[src/rtl/mips_pipe_pkg.sv]
// ---------------------------------------------------------------------------
// mips_pipe_pkg
// Shared definitions for the 5-stage MIPS pipeline control blocks.
//   REG_ADDR_W  : register index width
//   NUM_SLOTS   : shadow depth of the hazard controller (EX, MEM, WB)
//   SEL_*       : EX operand mux select encodings
//   hz_slot_t   : register-write metadata carried by one shadow slot
// ---------------------------------------------------------------------------
package mips_pipe_pkg;

  localparam int REG_ADDR_W = 5;
  localparam int NUM_SLOTS  = 3;

  localparam logic [1:0] SEL_REGFILE = 2'b00;
  localparam logic [1:0] SEL_WB      = 2'b01;
  localparam logic [1:0] SEL_MEM     = 2'b10;

  // rs/rt/use_* are only consulted while the slot sits in EX; later slots
  // simply carry them along.
  typedef struct packed {
    logic                  valid;
    logic [REG_ADDR_W-1:0] dst;
    logic                  reg_write;
    logic                  mem_read;
    logic [REG_ADDR_W-1:0] rs;
    logic [REG_ADDR_W-1:0] rt;
    logic                  use_rs;
    logic                  use_rt;
  } hz_slot_t;

endpackage

[src/rtl/fwd_hazard_ctrl_hz_match.sv]
// ---------------------------------------------------------------------------
// hz_match
// Combinational writer match: asserts writes_match when the given slot will
// write register src and the consumer actually reads it. Register 0 never
// matches.
//   slot         : shadow slot being examined as producer
//   src          : consumer source register index
//   use_src      : consumer reads src (already qualified by consumer valid)
//   writes_match : slot produces the value the consumer needs
// ---------------------------------------------------------------------------
module hz_match
  import mips_pipe_pkg::*;
(
  input  hz_slot_t              slot,
  input  logic [REG_ADDR_W-1:0] src,
  input  logic                  use_src,
  output logic                  writes_match
);

  assign writes_match = use_src && slot.valid && slot.reg_write &&
                        (slot.dst == src) && (src != '0);

  logic unused_slot_bits;
  assign unused_slot_bits = ^{slot.mem_read, slot.rs, slot.rt,
                              slot.use_rs, slot.use_rt};

endmodule

[src/rtl/fwd_hazard_ctrl.sv]
// ---------------------------------------------------------------------------
// fwd_hazard_ctrl
// Forwarding and hazard controller for the 5-stage MIPS pipeline. Keeps a
// shadow copy of register-write metadata for the EX, MEM and WB slots and
// drives the EX operand mux selects plus the IF/ID stall.
//
// Build option FWD_HAZARD_FORWARD_EN:
//   defined   : forwarding mode; selects 10 (MEM) / 01 (WB) / 00 (regfile),
//               stall only on load-use.
//   undefined : stall-only mode; selects tied to 00, stall whenever a used
//               nonzero ID source is written by EX or MEM.
//
// Ports:
//   clk, rst_n            : clock (rising edge), async active-low reset
//   id_valid..id_mem_read : decoded ID-stage instruction
//   flush                 : kill the ID instruction (bubble into EX)
//   freeze                : hold all slots
//   fwd_a_sel, fwd_b_sel  : EX operand A/B mux selects
//   stall                 : hold PC and IF/ID, bubble into EX
//   ex_valid              : EX shadow slot valid
// ---------------------------------------------------------------------------
module fwd_hazard_ctrl #(
  // Must equal mips_pipe_pkg::REG_ADDR_W; the slot type is sized from it.
  parameter int REG_ADDR_W = 5
) (
  input  logic                  clk,
  input  logic                  rst_n,
  input  logic                  id_valid,
  input  logic [REG_ADDR_W-1:0] id_rs,
  input  logic [REG_ADDR_W-1:0] id_rt,
  input  logic                  id_use_rs,
  input  logic                  id_use_rt,
  input  logic [REG_ADDR_W-1:0] id_dst,
  input  logic                  id_reg_write,
  input  logic                  id_mem_read,
  input  logic                  flush,
  input  logic                  freeze,
  output logic [1:0]            fwd_a_sel,
  output logic [1:0]            fwd_b_sel,
  output logic                  stall,
  output logic                  ex_valid
);

  import mips_pipe_pkg::hz_slot_t;
  import mips_pipe_pkg::SEL_REGFILE;
`ifdef FWD_HAZARD_FORWARD_EN
  import mips_pipe_pkg::SEL_WB;
  import mips_pipe_pkg::SEL_MEM;
`endif

  hz_slot_t id_slot;
  hz_slot_t ex_p0;
  hz_slot_t mem_p1;
  hz_slot_t wb_p2;

  logic ex_rs_mem, ex_rs_wb, ex_rt_mem, ex_rt_wb;
  logic id_rs_ex, id_rt_ex, id_rs_mem, id_rt_mem;
  logic hazard;

  always_comb begin
    id_slot           = '0;
    id_slot.valid     = id_valid;
    id_slot.dst       = id_dst;
    id_slot.reg_write = id_reg_write;
    id_slot.mem_read  = id_mem_read;
    id_slot.rs        = id_rs;
    id_slot.rt        = id_rt;
    id_slot.use_rs    = id_use_rs;
    id_slot.use_rt    = id_use_rt;
  end

  // ID -> EX -> MEM -> WB shadow. Freeze wins over stall and flush.
  always_ff @(posedge clk or negedge rst_n) begin
    if (!rst_n) begin
      ex_p0  <= '0;
      mem_p1 <= '0;
      wb_p2  <= '0;
    end else if (!freeze) begin
      wb_p2  <= mem_p1;
      mem_p1 <= ex_p0;
      if (stall || flush) begin
        ex_p0 <= '0;
      end else begin
        ex_p0 <= id_slot;
      end
    end
  end

  // EX consumer against MEM/WB producers
  hz_match u_ex_rs_mem (.slot(mem_p1), .src(ex_p0.rs), .use_src(ex_p0.valid && ex_p0.use_rs), .writes_match(ex_rs_mem));
  hz_match u_ex_rs_wb  (.slot(wb_p2),  .src(ex_p0.rs), .use_src(ex_p0.valid && ex_p0.use_rs), .writes_match(ex_rs_wb));
  hz_match u_ex_rt_mem (.slot(mem_p1), .src(ex_p0.rt), .use_src(ex_p0.valid && ex_p0.use_rt), .writes_match(ex_rt_mem));
  hz_match u_ex_rt_wb  (.slot(wb_p2),  .src(ex_p0.rt), .use_src(ex_p0.valid && ex_p0.use_rt), .writes_match(ex_rt_wb));

  // ID consumer against EX/MEM producers
  hz_match u_id_rs_ex  (.slot(ex_p0),  .src(id_rs), .use_src(id_use_rs), .writes_match(id_rs_ex));
  hz_match u_id_rt_ex  (.slot(ex_p0),  .src(id_rt), .use_src(id_use_rt), .writes_match(id_rt_ex));
  hz_match u_id_rs_mem (.slot(mem_p1), .src(id_rs), .use_src(id_use_rs), .writes_match(id_rs_mem));
  hz_match u_id_rt_mem (.slot(mem_p1), .src(id_rt), .use_src(id_use_rt), .writes_match(id_rt_mem));

`ifdef FWD_HAZARD_FORWARD_EN
  // MEM holds the most recent producer, so it beats WB.
  always_comb begin
    fwd_a_sel = SEL_REGFILE;
    if (ex_rs_mem) begin
      fwd_a_sel = SEL_MEM;
    end else if (ex_rs_wb) begin
      fwd_a_sel = SEL_WB;
    end
    fwd_b_sel = SEL_REGFILE;
    if (ex_rt_mem) begin
      fwd_b_sel = SEL_MEM;
    end else if (ex_rt_wb) begin
      fwd_b_sel = SEL_WB;
    end
  end

  // Only a load in EX is too late to forward; its data appears from WB.
  assign hazard = ex_p0.mem_read && (id_rs_ex || id_rt_ex);

  logic unused_mode_bits;
  assign unused_mode_bits = ^{id_rs_mem, id_rt_mem};
`else
  assign fwd_a_sel = SEL_REGFILE;
  assign fwd_b_sel = SEL_REGFILE;

  // No bypass paths: wait until the producer reaches WB, whose register
  // file write lands in the first half-cycle.
  assign hazard = id_rs_ex || id_rt_ex || id_rs_mem || id_rt_mem;

  logic unused_mode_bits;
  assign unused_mode_bits = ^{ex_rs_mem, ex_rs_wb, ex_rt_mem, ex_rt_wb};
`endif

  // A flushed instruction is discarded anyway, so it never stalls.
  assign stall    = id_valid && !flush && hazard;
  assign ex_valid = ex_p0.valid;

endmodule

[config.mk]
export PLATFORM = sky130hd
export DESIGN_NAME = fwd_hazard_ctrl
export DESIGN_NICKNAME = d
export VERILOG_FILES = /design/src/rtl/mips_pipe_pkg.sv /design/src/rtl/fwd_hazard_ctrl_hz_match.sv /design/src/rtl/fwd_hazard_ctrl.sv
export SDC_FILE = /design/constraint.sdc
export NUM_CORES = 1
export LEC_CHECK = 0
export CAP_MARGIN = 15
export CORE_ASPECT_RATIO = 0.9
export CORE_MARGIN = 2
export CORE_UTILIZATION = 50
export CTS_BUF_LIST = sky130_fd_sc_hd__clkbuf_4 sky130_fd_sc_hd__clkbuf_8
export CTS_CLUSTER_DIAMETER = 200
export DETAILED_ROUTE_END_ITERATION = 6
export GPL_TIMING_DRIVEN = 0
export PLACE_DENSITY_LB_ADDON = 0.3
export REMOVE_ABC_BUFFERS = 1
export SLEW_MARGIN = 20
export SYNTH_ARGS = -nofsm -noshare
export SYNTH_HDL_FRONTEND = slang
export SYNTH_HIERARCHICAL = 1
export SYNTH_SLANG_ARGS = --single-unit
[constraint.sdc]
create_clock -name clk -period 2.2 [get_ports clk]
set_clock_uncertainty 0.05 [all_clocks]
set_input_delay 0.44 -clock clk [delete_from_list [all_inputs] [get_ports clk]]
set_output_delay 0.44 -clock clk [all_outputs]
set_load 0.005 [all_outputs]
==> flow_summary_export.csv, run 1 <==
group,metric,value,unit
placement,post-place-ws,-0.958,ns
timing,setup_ws,-0.0826,ns
pwr,power_frac_seq,46.6,%
logic_synthesis,synthCells,85,
die,start_util,53.7,%
timing,setup_tns,-0.0826,ns
clocking,clk_pin_slew,0.09,ns
global_routing,groute.usage.overall,24.3,%
pwr,p_clk_share,27.9,%
route,drtPass1Iterations,4,
timing,setup-violations-final,1,
global_routing,antenna_found_initial,0,
clocking,clk_latency,0.28,ns
timing,hold_ws,0.511,ns
logic_synthesis,synth.avg_cell_area,10.6,um^2
timing,maxSlewViolCount,0,
critical_path,cp-endpoint,"stall",
min_path,hold_class,"reg2reg",
critical_path,endpoint_kind,"output pin",
placement,place_congestion,0.731,
critical_path,reg2reg_to,"ex_p0[16]",
pwr,switching_share,28.8,%
clocking,cts_tree,"yes",
global_routing,grt_use_met1,30.3,%
die,die_area,2160,um^2
placement,port_buffers,24,
critical_path,rrSetupSlack,0.27,ns
global_routing,globalRouteOverflowTotal,0,
critical_path,critPathRequiredTime,1.71,ns
critical_path,r2r_cells,7,
clocking,cts.htree.levels,1,
pwr,peakVddDrop,0.431,mV
route,wl_per_cell,17.3,um
route,via_per_inst,5.97,
cells_and_area,final_util,77.5,%
cells_and_area,synthToLayoutAreaGrowth,44.2,%
global_routing,grt_max_degree,16,
clocking,cts_sinks,14,
route,drt_iter0_drc,14,
timing,slew-limit-headroom,54.7,%
cells_and_area,layout.nets,140,
timing,worstMarginPinSlew,0.678,ns
route,wl,2400,um
placement,hpwl,1490,um
timing,fin_crit_sh,104,%
clocking,root_buffer,"clkbuf_4",
route,post-route-drc-count,0,
die,die_y,44.3,um
timing,fmaxAchievable,438,MHz
timing,hold_violations,0,
critical_path,crit_fanout,3,
run_status,status,"finished with violations",
global_routing,met2_usage,41.1,%
clocking,clockBufferDepth,2,
timing,finalWorstPathRequiredPeriod,2.28,ns
pwr,power.total,675,uW
route,vias,830,
global_routing,first_global_vias,820,
pwr,switching_power,194,uW
pwr,cellInternalPower,480,uW
timing,rsz0062_at_grt,"true",
clocking,cts_made_buffers,3,
die,rows,14,
run,cap_viol_max_count,0,
critical_path,crit_arrival,1.79,ns
logic_synthesis,ys_warn_count,6,
global_routing,grt.busiest_layer,"met2",
pwr,leakage,0.000544,uW
die,die_width,48.8,um
critical_path,critPathLaunchType,"register",
run_status,violations,"setup timing",
critical_path,crit_path_start,"mem_p1[17]",
min_path,hold_depth,1,
pwr,power_density,518,nW/um^2
critical_path,worst-setup-path-type,"reg2out",
critical_path,r2r-start,"mem_p1[17]",
pwr,comb_power_share,25.6,%
logic_synthesis,synthesis.area,903,um^2
die,coreArea,1680,um^2
cells_and_area,drive_above_1_share,43.5,%
die,ios,30,
cells_and_area,fillers,102,
global_routing,grt_pass1_wl,3880,um
global_routing,gr-usage-met3,5.07,%
cells_and_area,num_antenna_cells,0,
route,ant_nets,0,
area by class of cell:
class / instances / area, um^2 / share of cell area, %
Clock buffer: 4 / 36.3 / 2.79
Multi-Input combinational cell: 62 / 594 / 45.6
Sequential cell: 14 / 352 / 27.0
Tap cell: 24 / 30.0 / 2.31
Timing Repair Buffer: 35 / 290 / 22.3
power by group through the flow:
| stage | combinational (uW) | sequential [uW] | clock (uW) |
|---|---|---|---|
| detailed placement | 149 | 317 | 0 |
| finish | 172 | 314 | 188 |
| global route | 186 | 319 | 205 |
| floorplan | 77.9 | 308 | 0 |
| CTS | 162 | 312 | 192 |
| global placement | 144 | 316 | 0 |
worst max-delay path, cell delays in order, from the launching register on:
cell	delay [ns]
dfrtp_1	0.43
xnor2_1	0.21
nand3_1	0.15
a211oi_2	0.31
nor4_4	0.10
nor3b_2	0.18
buf_2	0.14
cells in the final DEF (no fill, tap or decap):
| cell | instances |
|---|---|
| a211oi_2 | 4 |
| a32o_1 | 3 |
| a32o_2 | 4 |
| buf_2 | 7 |
| buf_4 | 11 |
| clkbuf_4 | 3 |
| clkbuf_8 | 1 |
| clkdlybuf4s15_2 | 2 |
| clkdlybuf4s50_1 | 12 |
| conb_1 | 4 |
| dfrtp_1 | 13 |
| dfrtp_2 | 1 |
| dlygate4sd2_1 | 2 |
| dlymetal6s2s_1 | 1 |
| mux2_2 | 7 |
| nand2_1 | 4 |
| nand3_1 | 4 |
| nand4_1 | 4 |
| nor2_1 | 2 |
| nor2_2 | 3 |
| nor3b_2 | 1 |
| nor4_4 | 1 |
| o41ai_2 | 2 |
| o41ai_4 | 3 |
| xnor2_1 | 16 |
per-layer routing:
layer / up-vias / part of all wire, %
met5: - / 0
li1: 368 / -
met1: 407 / 42
met4: 0 / 2.8
met2: 45 / 48
met3: 10 / 7.3
sequential cells by signal, summed over array words and instances, names as in the netlist:
signal	count
mem_p1	7
ex_valid	1
ex_p0	6
worst min path at each step:
stage / endpoint / from
final: mem_p1[13] / mem_p1[13]
after global routing: mem_p1[19] / mem_p1[19]
after CTS: mem_p1[13] / mem_p1[13]
after detailed placement: mem_p1[13] / mem_p1[13]
after global placement: mem_p1[13] / mem_p1[13]
after floorplan: ex_p0[13] / rst_n
timing repair:
item / CTS / global route
setup endpoints to repair: 1 / 1
pin swaps: 15 / 10
hold buffers: 0 / 0
gates resized for setup: 50 / 4
setup buffers: 7 / 4
stage by stage:
step	cells	instance area [um^2]
2_1_floorplan	76	845
3_3_place_gp	124	1110
3_5_place_dp	124	1110
4_1_cts	135	1250
5_1_grt	139	1300
6_report	139	1300
Power figures use the tool's default switching activity.
==> run 2, diff against run 1 <==
RECOVER_POWER = 25   (was default)
SETUP_SLACK_MARGIN = 0.5   (was default)
==> flow_summary_export.csv, run 2 (synthesis gave the netlist of run 1 again) <==
group,metric,value,unit
critical_path,crit_arrival,1.81,ns
die,die_area,2160,um^2
cells_and_area,drive_above_1_share,46.2,%
pwr,power_density,519,nW/um^2
cells_and_area,layoutNonFillerInstCount,141,
timing,fmaxAchievable,434,MHz
clocking,clockBufferDepth,2,
cells_and_area,layout.nets,142,
timing,worstMarginPinSlew,0.645,ns
clocking,cts.htree.levels,1,
global_routing,grt_max_degree,16,
global_routing,groute.usage.overall,24.0,%
die,die_y,44.3,um
timing,hold_violations,0,
run,cap_viol_max_count,0,
global_routing,grt_use_met1,28.6,%
placement,placed_cells,124,
route,vias,840,
pwr,leakage,0.000579,uW
clocking,clk_pin_slew,0.10,ns
timing,maxSlewViolCount,0,
critical_path,crit_fanout,4,
critical_path,critPathLaunchType,"register",
timing,fin_crit_sh,105,%
clocking,root_buffer,"clkbuf_4",
critical_path,critPathRequiredTime,1.71,ns
cells_and_area,num_antenna_cells,0,
die,die_width,48.8,um
global_routing,first_global_vias,841,
die,rows,14,
cells_and_area,final_cell_area,1330,um^2
critical_path,endpoint_kind,"output pin",
die,start_util,53.7,%
timing,rsz0062_at_grt,"true",
global_routing,globalRouteOverflowTotal,0,
clocking,cts_hold_buf,0,
route,wl,2640,um
cells_and_area,mostFrequentLayoutCells,"14 x xnor2_1, 13 x dfrtp_1, 12 x buf_4",
global_routing,grt_pass1_wl,3860,um
cells_and_area,final_common_cell,"xnor2_1",
critical_path,r2r_cells,8,
global_routing,antenna_found_initial,0,
placement,port_buffers,24,
cells_and_area,regMostFlops,"mem_p1",
min_path,hold_class,"reg2reg",
clocking,cts_made_buffers,3,
min_path,hold_depth,1,
die,coreArea,1680,um^2
critical_path,worst-setup-path-type,"reg2out",
timing,slew-limit-headroom,56.9,%
run_status,status,"finished with violations",
route,drt_iter0_drc,38,
global_routing,grt.busiest_layer,"met2",
clocking,cts_sinks,14,
placement,hpwl,1490,um
global_routing,met2_usage,41.9,%
placement,place_congestion,0.731,
clocking,cts_tree,"yes",
route,via_per_inst,5.96,
die,ios,30,
timing,finalWorstPathRequiredPeriod,2.30,ns
cells_and_area,largest_reg_flops,7,
route,wl_per_cell,18.7,um
clocking,clk_latency,0.28,ns
run_status,violations,"setup timing",
timing,setup-violations-final,1,
placement,dpl_cell_area,1110,um^2
global_routing,gr-usage-met3,5.74,%
route,drtPass1Iterations,4,
route,post-route-drc-count,0,
cells_and_area,synthToLayoutAreaGrowth,47.2,%
pwr,peakVddDrop,0.447,mV
critical_path,crit_chain,"xnor2_1, nand3_1, a211oi_2, nor4_4, nor3b_2, buf_2",
timing,setup_ws,-0.104,ns
critical_path,crit_path_top_delay_cell,"dfrtp_1",
route,ant_nets,0,
critical_path,cp_slowest_stage_delay,0.47,ns
## run 2: cell count changes in the layout (fill, tap and decap cells not counted), sizes merged
cell / before / now
dlygate4sd3: 0 / 1
dlygate4sd2: 2 / 4
dlymetal6s2s: 1 / 2
clkdlybuf4s50: 12 / 8
buf: 18 / 21
clkdlybuf4s15: 2 / 1
## run 2: area by class of cell
type                    instances  area (um^2)
fillers                       113          352
well taps                      24         30.0
repair buffers                 37          303
clock buffers                   4         36.3
multi-input cells              62          609
flip-flops and latches         14          352
## run 2: power by group
group / internal (uW) / switching, uW
Sequential: 282 / 34.7
Combinational: 102 / 78.5
Clock: 101 / 93.1
Total: 484 / 206
## run 2: metal layers
metal / up-vias / wire [um]
met5: - / 0
met4: 0 / 42
met3: 4 / 143
met2: 38 / 1350
met1: 428 / 1100
li1: 370 / -
## run 2: per-stage QoR
stage	power [uW]	setup WS [ns]	util (%)	TNS [ns]	hold slack [ns]
after floorplan	386	0.294	-	0	0.0944
after global placement	459	-0.903	66.3	-2.08	0.468
after detailed placement	466	-0.958	66.3	-2.32	0.487
after CTS	667	-0.0123	75.0	-0.0123	0.507
after global routing	721	-0.208	79.1	-0.208	0.525
final	691	-0.104	79.1	-0.104	0.504
## run 2: path summary, 6_finish.rpt
| check | slack (ns) | to | startpoint |
|---|---|---|---|
| worst max-delay path | -0.10 | stall | ex_p0[16] |
| worst min-delay path | 0.50 | mem_p1[13] | mem_p1[13] |
| worst min register to register | 0.50 | mem_p1[13] | mem_p1[13] |
| max in group asynchronous | 1.08 | ex_p0[14] | rst_n |
| worst max register to register | 0.17 | ex_p0[14] | ex_p0[16] |
| min in group asynchronous | 0.56 | ex_p0[16] | rst_n |
## run 2: worst max-delay path: cells and delay by family (launching register included)
family,cells,cell delay (ns)
buffers and inverters,1,0.13
AO/OA/AOI/OAI,1,0.30
XOR/XNOR,1,0.21
flip-flops,1,0.47
AND/OR/NAND/NOR,3,0.40
## run 2: what timing repair did
action,4_1_cts,5_1_grt
hold endpoints to repair,0,0
pin swaps,22,16
setup endpoints to repair,9,8
buffers inserted,9,4
gates resized for setup,52,10
